**config.mk**
```make
export PLATFORM = sky130hd
export DESIGN_NAME = mips_multicycle_ctrl
export DESIGN_NICKNAME = d
export VERILOG_FILES = /design/src/rtl/mips_pkg.sv /design/src/rtl/mips_ctrl_outdec.sv /design/src/rtl/mips_multicycle_ctrl.sv
export SDC_FILE = /design/constraint.sdc
export NUM_CORES = 1
export LEC_CHECK = 0
export ABC_AREA = 1
export CORE_MARGIN = 2
export CORE_UTILIZATION = 30
export DETAILED_ROUTE_END_ITERATION = 10
export MAX_ROUTING_LAYER = met4
export PLACE_DENSITY = 0.66
export SYNTH_ARGS = -nofsm -noshare
export SYNTH_HDL_FRONTEND = slang
export SYNTH_SLANG_ARGS = --single-unit
```
**constraint.sdc**
```tcl
create_clock -name clk -period 1.2 [get_ports clk]
set_input_delay 0.24 -clock clk [delete_from_list [all_inputs] [get_ports clk]]
set_output_delay 0.24 -clock clk [all_outputs]
set_load 0.005 [all_outputs]
```
**src/rtl/mips_pkg.sv**
```systemverilog
// Shared definitions for the multicycle MIPS control unit: opcodes, state
// encoding, datapath mux encodings and the control-vector record.
package mips_pkg;

  // Opcodes recognised by the controller (instr[31:26])
  localparam logic [5:0] OP_RTYPE = 6'b000000;
  localparam logic [5:0] OP_J     = 6'b000010;
  localparam logic [5:0] OP_BEQ   = 6'b000100;
  localparam logic [5:0] OP_ADDI  = 6'b001000;
  localparam logic [5:0] OP_ANDI  = 6'b001100;
  localparam logic [5:0] OP_ORI   = 6'b001101;
  localparam logic [5:0] OP_LW    = 6'b100011;
  localparam logic [5:0] OP_SW    = 6'b101011;

  // State encoding, visible on the debug state port
  localparam logic [3:0] ST_FETCH  = 4'd0;
  localparam logic [3:0] ST_DECODE = 4'd1;
  localparam logic [3:0] ST_MEMADR = 4'd2;
  localparam logic [3:0] ST_MEMRD  = 4'd3;
  localparam logic [3:0] ST_MEMWB  = 4'd4;
  localparam logic [3:0] ST_MEMWR  = 4'd5;
  localparam logic [3:0] ST_RTEXE  = 4'd6;
  localparam logic [3:0] ST_RTWB   = 4'd7;
  localparam logic [3:0] ST_BEQ    = 4'd8;
  localparam logic [3:0] ST_IMMEXE = 4'd9;
  localparam logic [3:0] ST_IMMWB  = 4'd10;
  localparam logic [3:0] ST_JUMP   = 4'd11;

  typedef enum logic [3:0] {
    S_FETCH  = ST_FETCH,
    S_DECODE = ST_DECODE,
    S_MEMADR = ST_MEMADR,
    S_MEMRD  = ST_MEMRD,
    S_MEMWB  = ST_MEMWB,
    S_MEMWR  = ST_MEMWR,
    S_RTEXE  = ST_RTEXE,
    S_RTWB   = ST_RTWB,
    S_BEQ    = ST_BEQ,
    S_IMMEXE = ST_IMMEXE,
    S_IMMWB  = ST_IMMWB,
    S_JUMP   = ST_JUMP
  } state_e;

  // ALU operation select
  localparam logic [1:0] ALUOP_ADD   = 2'b00;
  localparam logic [1:0] ALUOP_SUB   = 2'b01;
  localparam logic [1:0] ALUOP_FUNCT = 2'b10;
  localparam logic [1:0] ALUOP_LOGIC = 2'b11;

  // ALU B-operand select
  localparam logic [1:0] SRCB_B      = 2'b00;
  localparam logic [1:0] SRCB_FOUR   = 2'b01;
  localparam logic [1:0] SRCB_IMM    = 2'b10;
  localparam logic [1:0] SRCB_IMM_SH = 2'b11;

  // Next-PC select
  localparam logic [1:0] PCSRC_ALU    = 2'b00;
  localparam logic [1:0] PCSRC_ALUOUT = 2'b01;
  localparam logic [1:0] PCSRC_JUMP   = 2'b10;

  // Full control vector driven towards the datapath
  typedef struct packed {
    logic       mem_req;
    logic       mem_we;
    logic       iord;
    logic       ir_write;
    logic       pc_write;
    logic       pc_write_cond;
    logic       reg_write;
    logic       reg_dst;
    logic       mem_to_reg;
    logic       alu_src_a;
    logic [1:0] alu_src_b;
    logic [1:0] alu_op;
    logic [1:0] pc_src;
    logic       ext_sel;
  } ctrl_t;

  // True for every opcode the controller knows how to sequence
  function automatic logic op_is_legal(input logic [5:0] op);
    logic legal;
    case (op)
      OP_RTYPE, OP_J, OP_BEQ, OP_ADDI,
      OP_ANDI, OP_ORI, OP_LW, OP_SW: legal = 1'b1;
      default:                       legal = 1'b0;
    endcase
    return legal;
  endfunction

endpackage

```
**src/rtl/mips_ctrl_outdec.sv**
```systemverilog
// Combinational state+opcode -> control-vector decoder. Outputs depend on
// state only, except the FETCH register enables which wait for mem_ready and
// the IMMEXE extender/ALU mode which follows the immediate opcode.
module mips_ctrl_outdec
  import mips_pkg::*;
(
  input  state_e     state_i,
  input  logic [5:0] opcode_i,
  input  logic       mem_ready_i,
  output ctrl_t      ctrl_o
);

  // Per-state control vector; everything idle except sign-extension
  always_comb begin
    ctrl_o         = '0;
    ctrl_o.ext_sel = 1'b1;
    case (state_i)
      S_FETCH: begin
        ctrl_o.mem_req   = 1'b1;
        ctrl_o.alu_src_b = SRCB_FOUR;
        ctrl_o.ir_write  = mem_ready_i;
        ctrl_o.pc_write  = mem_ready_i;
      end
      S_DECODE: begin
        ctrl_o.alu_src_b = SRCB_IMM_SH;
      end
      S_MEMADR: begin
        ctrl_o.alu_src_a = 1'b1;
        ctrl_o.alu_src_b = SRCB_IMM;
      end
      S_MEMRD: begin
        ctrl_o.mem_req = 1'b1;
        ctrl_o.iord    = 1'b1;
      end
      S_MEMWB: begin
        ctrl_o.reg_write  = 1'b1;
        ctrl_o.mem_to_reg = 1'b1;
      end
      S_MEMWR: begin
        ctrl_o.mem_req = 1'b1;
        ctrl_o.mem_we  = 1'b1;
        ctrl_o.iord    = 1'b1;
      end
      S_RTEXE: begin
        ctrl_o.alu_src_a = 1'b1;
        ctrl_o.alu_op    = ALUOP_FUNCT;
      end
      S_RTWB: begin
        ctrl_o.reg_write = 1'b1;
        ctrl_o.reg_dst   = 1'b1;
      end
      S_BEQ: begin
        ctrl_o.alu_src_a     = 1'b1;
        ctrl_o.alu_op        = ALUOP_SUB;
        ctrl_o.pc_write_cond = 1'b1;
        ctrl_o.pc_src        = PCSRC_ALUOUT;
      end
      S_IMMEXE: begin
        ctrl_o.alu_src_a = 1'b1;
        ctrl_o.alu_src_b = SRCB_IMM;
        // Logical immediates are zero-extended; addi stays signed
        if ((opcode_i == OP_ANDI) || (opcode_i == OP_ORI)) begin
          ctrl_o.ext_sel = 1'b0;
          ctrl_o.alu_op  = ALUOP_LOGIC;
        end else begin
          ctrl_o.ext_sel = 1'b1;
          ctrl_o.alu_op  = ALUOP_ADD;
        end
      end
      S_IMMWB: begin
        ctrl_o.reg_write = 1'b1;
      end
      S_JUMP: begin
        ctrl_o.pc_write = 1'b1;
        ctrl_o.pc_src   = PCSRC_JUMP;
      end
      default: begin
        ctrl_o.ext_sel = 1'b1;
      end
    endcase
  end

endmodule

```
**src/rtl/mips_multicycle_ctrl.sv**
```systemverilog
// Multicycle MIPS control unit: state register, next-state sequencing and the
// registered illegal-opcode pulse. Control outputs come from mips_ctrl_outdec.
module mips_multicycle_ctrl
  import mips_pkg::*;
(
  input  logic       clk,
  input  logic       rst_n,
  input  logic [5:0] opcode,
  input  logic       mem_ready,
  input  logic       zero,
  output logic       mem_req,
  output logic       mem_we,
  output logic       iord,
  output logic       ir_write,
  output logic       pc_write,
  output logic       pc_write_cond,
  output logic       reg_write,
  output logic       reg_dst,
  output logic       mem_to_reg,
  output logic       alu_src_a,
  output logic [1:0] alu_src_b,
  output logic [1:0] alu_op,
  output logic [1:0] pc_src,
  output logic       ext_sel,
  output logic       illegal_op,
  output logic [3:0] state
);

  state_e state_q, state_d;
  logic   illegal_q, illegal_d;
  ctrl_t  ctrl_s;
  // The branch decision is resolved in the datapath from pc_write_cond
  logic   unused_zero_s;

  assign unused_zero_s = zero;

  mips_ctrl_outdec u_outdec (
    .state_i     (state_q),
    .opcode_i    (opcode),
    .mem_ready_i (mem_ready),
    .ctrl_o      (ctrl_s)
  );

  // Next-state sequencing; memory states hold until mem_ready
  always_comb begin
    state_d = state_q;
    case (state_q)
      S_FETCH:  state_d = mem_ready ? S_DECODE : S_FETCH;
      S_DECODE: begin
        case (opcode)
          OP_LW, OP_SW:              state_d = S_MEMADR;
          OP_RTYPE:                  state_d = S_RTEXE;
          OP_BEQ:                    state_d = S_BEQ;
          OP_ADDI, OP_ANDI, OP_ORI:  state_d = S_IMMEXE;
          OP_J:                      state_d = S_JUMP;
          default:                   state_d = S_FETCH;
        endcase
      end
      S_MEMADR: state_d = (opcode == OP_SW) ? S_MEMWR : S_MEMRD;
      S_MEMRD:  state_d = mem_ready ? S_MEMWB : S_MEMRD;
      S_MEMWB:  state_d = S_FETCH;
      S_MEMWR:  state_d = mem_ready ? S_FETCH : S_MEMWR;
      S_RTEXE:  state_d = S_RTWB;
      S_RTWB:   state_d = S_FETCH;
      S_BEQ:    state_d = S_FETCH;
      S_IMMEXE: state_d = S_IMMWB;
      S_IMMWB:  state_d = S_FETCH;
      S_JUMP:   state_d = S_FETCH;
      default:  state_d = S_FETCH;
    endcase
  end

  // Unknown opcode in DECODE raises illegal_op for the following cycle only
  always_comb begin
    if (state_q == S_DECODE) begin
      illegal_d = ~op_is_legal(opcode);
    end else begin
      illegal_d = 1'b0;
    end
  end

  // State and illegal-flag registers; reset aborts any instruction in flight
  always_ff @(posedge clk or negedge rst_n) begin
    if (!rst_n) begin
      state_q   <= S_FETCH;
      illegal_q <= 1'b0;
    end else begin
      state_q   <= state_d;
      illegal_q <= illegal_d;
    end
  end

  // FETCH enables are additionally blocked while reset is held
  assign ir_write      = ctrl_s.ir_write & rst_n;
  assign pc_write      = ctrl_s.pc_write & rst_n;
  assign mem_req       = ctrl_s.mem_req;
  assign mem_we        = ctrl_s.mem_we;
  assign iord          = ctrl_s.iord;
  assign pc_write_cond = ctrl_s.pc_write_cond;
  assign reg_write     = ctrl_s.reg_write;
  assign reg_dst       = ctrl_s.reg_dst;
  assign mem_to_reg    = ctrl_s.mem_to_reg;
  assign alu_src_a     = ctrl_s.alu_src_a;
  assign alu_src_b     = ctrl_s.alu_src_b;
  assign alu_op        = ctrl_s.alu_op;
  assign pc_src        = ctrl_s.pc_src;
  assign ext_sel       = ctrl_s.ext_sel;
  assign illegal_op    = illegal_q;
  assign state         = state_q;

endmodule

```
Word-level counts from Yosys, hierarchy flattened
Cells that the tools add are included.
{"block": "totals", "in_bits": 10, "regBits": 5}
{"block": "classes", "eq_ne": 18, "bitwise": 3, "n_mux": 25, "n_reduce_logical": 11}
{"op": "$pmux W4 S7", "count": 1}
{"op": "$pmux W4 S5", "count": 1}
{"op": "$eq A6 B4 Y1 const B", "count": 3}
{"op": "$eq A4 B3 Y1 const B", "count": 4}
{"op": "$eq A4 B4 Y1 const B", "count": 4}
{"op": "$mux W1", "count": 15}
{"op": "$eq A6 B6 Y1 const B", "count": 2}
{"op": "$pmux W2 S3", "count": 2}
{"op": "$mux W3", "count": 3}
{"op": "$reduce_or A3 Y1", "count": 3}
{"op": "$eq A4 B2 Y1 const B", "count": 2}
{"op": "$reduce_or A8 Y1", "count": 1}
{"op": "$eq A6 B2 Y1 const B", "count": 1}
{"op": "$eq A6 B3 Y1 const B", "count": 1}
{"op": "$logic_not A6 Y1", "count": 1}
{"op": "$reduce_or A2 Y1", "count": 3}
{"op": "$eq A4 B1 Y1 const B", "count": 1}
{"op": "$logic_not A4 Y1", "count": 1}
{"op": "$pmux W2 S2", "count": 1}
{"op": "$reduce_or A4 Y1", "count": 1}
{"op": "$and A1 B1 Y1", "count": 2}
{"op": "$mux W2", "count": 1}
{"op": "$pmux W1 S2", "count": 1}
{"op": "$logic_or A1 B1 Y1", "count": 1}
{"op": "$not A1 Y1", "count": 1}

Longest topological paths before layout
{"block": "depth", "word_depth": 6, "ltp_mapped": 7}

Hierarchy
A second synthesis with hierarchy kept.
{"block": "unflattened", "hier_cells": 124, "hier_area_um2": 640.6}
{"mod": "mips_multicycle_ctrl", "cells_per_inst": 80, "seq_area_each_um2": 125.1, "area_each_um2": 437.9, "n_inst": 1}
{"mod": "mips_ctrl_outdec", "cells_per_inst": 44, "seq_area_each_um2": 0.0, "area_each_um2": 202.7, "n_inst": 1}

Worst setup path before layout
Ideal clock, no wire load.
{"block": "synth_path", "kind": "register to output", "start": "reg state_q[3], in the netlist state[3]", "end": "out pc_write", "slack_ns": -0.002, "t_required_ns": 0.960, "t_arrival_ns": 0.962, "stages_incl_launch_ff": 4, "path_cell_list": "dfrtp_1 -> nor2_2 -> nand3_1 -> a21oi_1"}
{"block": "synth_between", "elab_chain_len": 3, "elab_cells_between_ends": 4, "classes_between": "1 x eq/ne; 1 x mux; 1 x bitwise; 1 x reduce/logical"}
{"element": "start, declared", "line": "mips_multicycle_ctrl.sv:29", "source": "state_e state_q, state_d;"}
{"element": "start signal, assigned", "line": "mips_multicycle_ctrl.sv:88", "source": "state_q <= state_d;"}
{"element": "$eq A4 B4 Y1 / $logic_not A4 Y1 (equally long branches)", "line": "mips_ctrl_outdec.sv:17", "source": "case (state_i)"}
{"element": "$pmux W1 S2 *", "line": "mips_ctrl_outdec.sv:17"}
{"element": "$and A1 B1 Y1 *", "line": "mips_multicycle_ctrl.sv:95", "source": "assign pc_write = ctrl_s.pc_write & rst_n;"}
{"element": "end, declared", "line": "mips_multicycle_ctrl.sv:15", "source": "output logic pc_write,"}
Every way passes the cells marked *; elsewhere a longest branch is shown, timed or not.

Final worst setup path
{"block": "layout_path", "start": "reg state_q[1], in the netlist state[1]", "end": "out alu_op[1]"}
{"block": "layout_between", "elab_chain_len": 2, "elab_cells_between_ends": 4, "classes_between": "3 x eq/ne; 1 x mux"}
{"element": "$eq A4 B4 Y1 / $eq A4 B3 Y1 (equally long branches)", "line": "mips_ctrl_outdec.sv:17"}
{"element": "$pmux W2 S3 *", "line": "mips_ctrl_outdec.sv:17"}
{"element": "end, declared", "line": "mips_multicycle_ctrl.sv:22", "source": "output logic [1:0] alu_op,"}
Marks and branches as above.

==> flow_summary.json <==
{
  "status": "finished, violations left",
  "cts-root-buf": "clkbuf_4",
  "clk_transition_reported_paths_ps": 50,
  "track_usage_pct": 27.7,
  "timing.hold.ws_ps": 315,
  "fin_cells": 210,
  "hold_violations": 0,
  "cap_violations": 0,
  "cp.arrival_ps": 1430,
  "gp_congestion": 0.886,
  "timing.fmax_mhz": 599,
  "rsz0062_at_grt": "true",
  "clockPowerShare_pct": 9.3,
  "pre_cts_slack_ps": -787,
  "path_max_fanout": 4,
  "worst_pin_slew_ps": 232,
  "wl_um": 3180,
  "synth_common_cells": "30 x nand2_1, 24 x nor2_1, 15 x inv_1, 13 x nand3_1, 6 x nor2_2",
  "cp-end-kind": "output pin",
  "yosysWarnings": 0,
  "drive_gt1_share_pct": 61.6,
  "hpwl_um": 1550,
  "drcViolationCount": 0,
  "violations": "negative setup slack",
  "period_minus_slack_ps": 1670,
  "syn_area_per_cell_sq_um": 5.22,
  "grt_pass1_vias": 985,
  "yosysMostFrequentCell": "nand2_1",
  "area_delta_synth_final_pct": 155,
  "antenna_found_initial": 0,
  "grt_pass1_wl_um": 4170,
  "comb_power_share_pct": 77.5,
  "p_leak_nw": 0.823,
  "portBuffers": 30,
  "netlist_area_sq_um": 553,
  "yosysTopAreaCell": "dfrtp_1",
  "report.final.slew_viol_count": 0,
  "hp-class": "input port to asynchronous set/reset pin",
  "max_slew_margin_pct": 84.5,
  "syn-instance-count": 106,
  "synth-edff-count": 0,
  "ys_types": 14,
  "die-area_sq_um": 2200,
  "grt_overflow_total": 0,
  "synth_ff_type": "dfrtp_1",
  "yosys-top-cells-area": "dfrtp_1 23%, nand2_1 20%, nor2_1 16%",
  "ys_ff_latch": 5,
  "synth_seq_area_share_pct": 22.6,
  "p_sw_share_pct": 44.7,
  "rows": 15,
  "cts_buffer_depth": 2,
  "fin_skew_ps": 5.62,
  "htreeDepth": 1,
  "r2r.worst_path.cells": 9,
  "peakVddDrop_v": 0.000983,
  "vias": 1063,
  "crit_path_start_kind": "register",
  "start_util_pct": 32.0,
  "synthArstFlopShare_pct": 100,
  "core_sq_um": 1730,
  "cts_sinks": 5,
  "setup_ws_ps": -470,
  "drtIter0Drc": 20,
  "num_io_pins": 32,
  "setup_violations": 25,
  "die_y_um": 46.9,
  "cts_buffers": 3,
  "fin_crit_sh_pct": 139,
  "synth_top_area_share_pct": 22.6,
  "drtAntennaViolNets": 0,
  "powerDensity_nw_per_um2": 1570,
  "diodes": 0,
  "viasPerCell": 5.06,
  "cts_tree": "built",
  "nNetsFinal": 196,
  "dp_cells": 182,
  "grt_max_degree": 6,
  "clk_latency_ps": 250,
  "hold_buffers": 0,
  "power_switching_w": 0.000991,
  "seqPwrFrac_pct": 13.3,
  "intPower_w": 0.00123,
  "critPathRequiredTime_ps": 960,
  "firstDrtPassIters": 4,
  "die_x_um": 46.9,
  "worstSetupPathType": "register to output pin",
  "routedWlPerCell_um": 15.1,
  "synth_nets": 116
}
[flip-flops by register name (all words and copies together) (netlist names)]
| name | count |
|---|---|
| state | 4 |
| illegal_op | 1 |
[worst max-delay path, stage by stage (launching register included)]
cell	delay, ps
dfrtp_2	450
inv_2	110
nand2_4	70
nor2_4	100
nand4_1	140
buf_4	170
nand2_2	50
buf_6	90
[per-layer routing]
metal	global-route usage (%)	vias up	wire length [um]
met5	-	-	0
met4	9.44	0	156
met3	6.54	18	184
met2	54.2	53	1690
met1	25.7	508	1150
li1	-	484	-
[placed cells by master (no fill, tap or decap), drive strengths merged]
master	n
a21oi	2
buf	63
clkbuf	4
clkdlybuf4s15	1
clkdlybuf4s50	8
clkinv	1
dfrtp	5
dlygate4sd2	4
inv	19
nand2	31
nand3	13
nand4	2
nor2	30
nor3	1
o21ai	1
[power groups by stage]
stage | combinational [W] | sequential, W | clock [W]
2_1_floorplan | 0.000367 | 0.000271 | 0
4_1_cts | 0.00145 | 0.000282 | 0.000196
3_5_place_dp | 0.00103 | 0.000273 | 0
5_1_grt | 0.00179 | 0.000300 | 0.000216
6_report | 0.00172 | 0.000294 | 0.000206
3_3_place_gp | 0.00101 | 0.000271 | 0
[repair_timing]
action,4_1_cts,5_1_grt
setup endpoints to repair,27,25
pin swaps,19,18
resized for setup,121,25
buffers inserted,29,3
[layout make-up]
type / count / area, sq um
sequential: 5 / 130
inverter: 20 / 80.1
clock buffer: 4 / 26.3
timing repair buffer: 76 / 634
multi-input combinational: 80 / 510
tap: 25 / 31.3
fill: 123 / 314
[metrics by stage]
stage | TNS [ps] | utilization [%] | cell area (sq um) | total power (W)
after floorplan | -2.45 | - | 553 | 0.000638
after global placement | -9370 | 60.4 | 1040 | 0.00128
after detailed placement | -9790 | 60.4 | 1040 | 0.00130
after CTS | -6740 | 76.3 | 1320 | 0.00193
after global routing | -9380 | 81.8 | 1410 | 0.00231
final | -8310 | 81.8 | 1410 | 0.00222
[kinds of logic (layout without fill, tap and decap cells)]
logic type             count (synthesis)  count (layout)  synth area share [%]
DFF                                    5               5                  22.6
buffers and inverters                 21             100                  15.2
and+or+nand+nor                       77              77                  59.5
AOI/OAI and AO/OA                      3               3                  2.71
[final timing paths]
path | startpoint | to | slack [ps]
setup / recovery | state[1]$_DFF_PN0_ | alu_op[1] | -470
hold / removal | rst_n | state[0]$_DFF_PN0_ | 320
setup reg to reg | state[1]$_DFF_PN0_ | state[0]$_DFF_PN0_ | -230
hold reg to reg | state[3]$_DFF_PN0_ | state[0]$_DFF_PN0_ | 820
max in group asynchronous | rst_n | state[3]$_DFF_PN0_ | 760
min in group clk | opcode[0] | illegal_op$_DFF_PN0_ | 760
No activity file was read; power rests on OpenSTA's default activity.
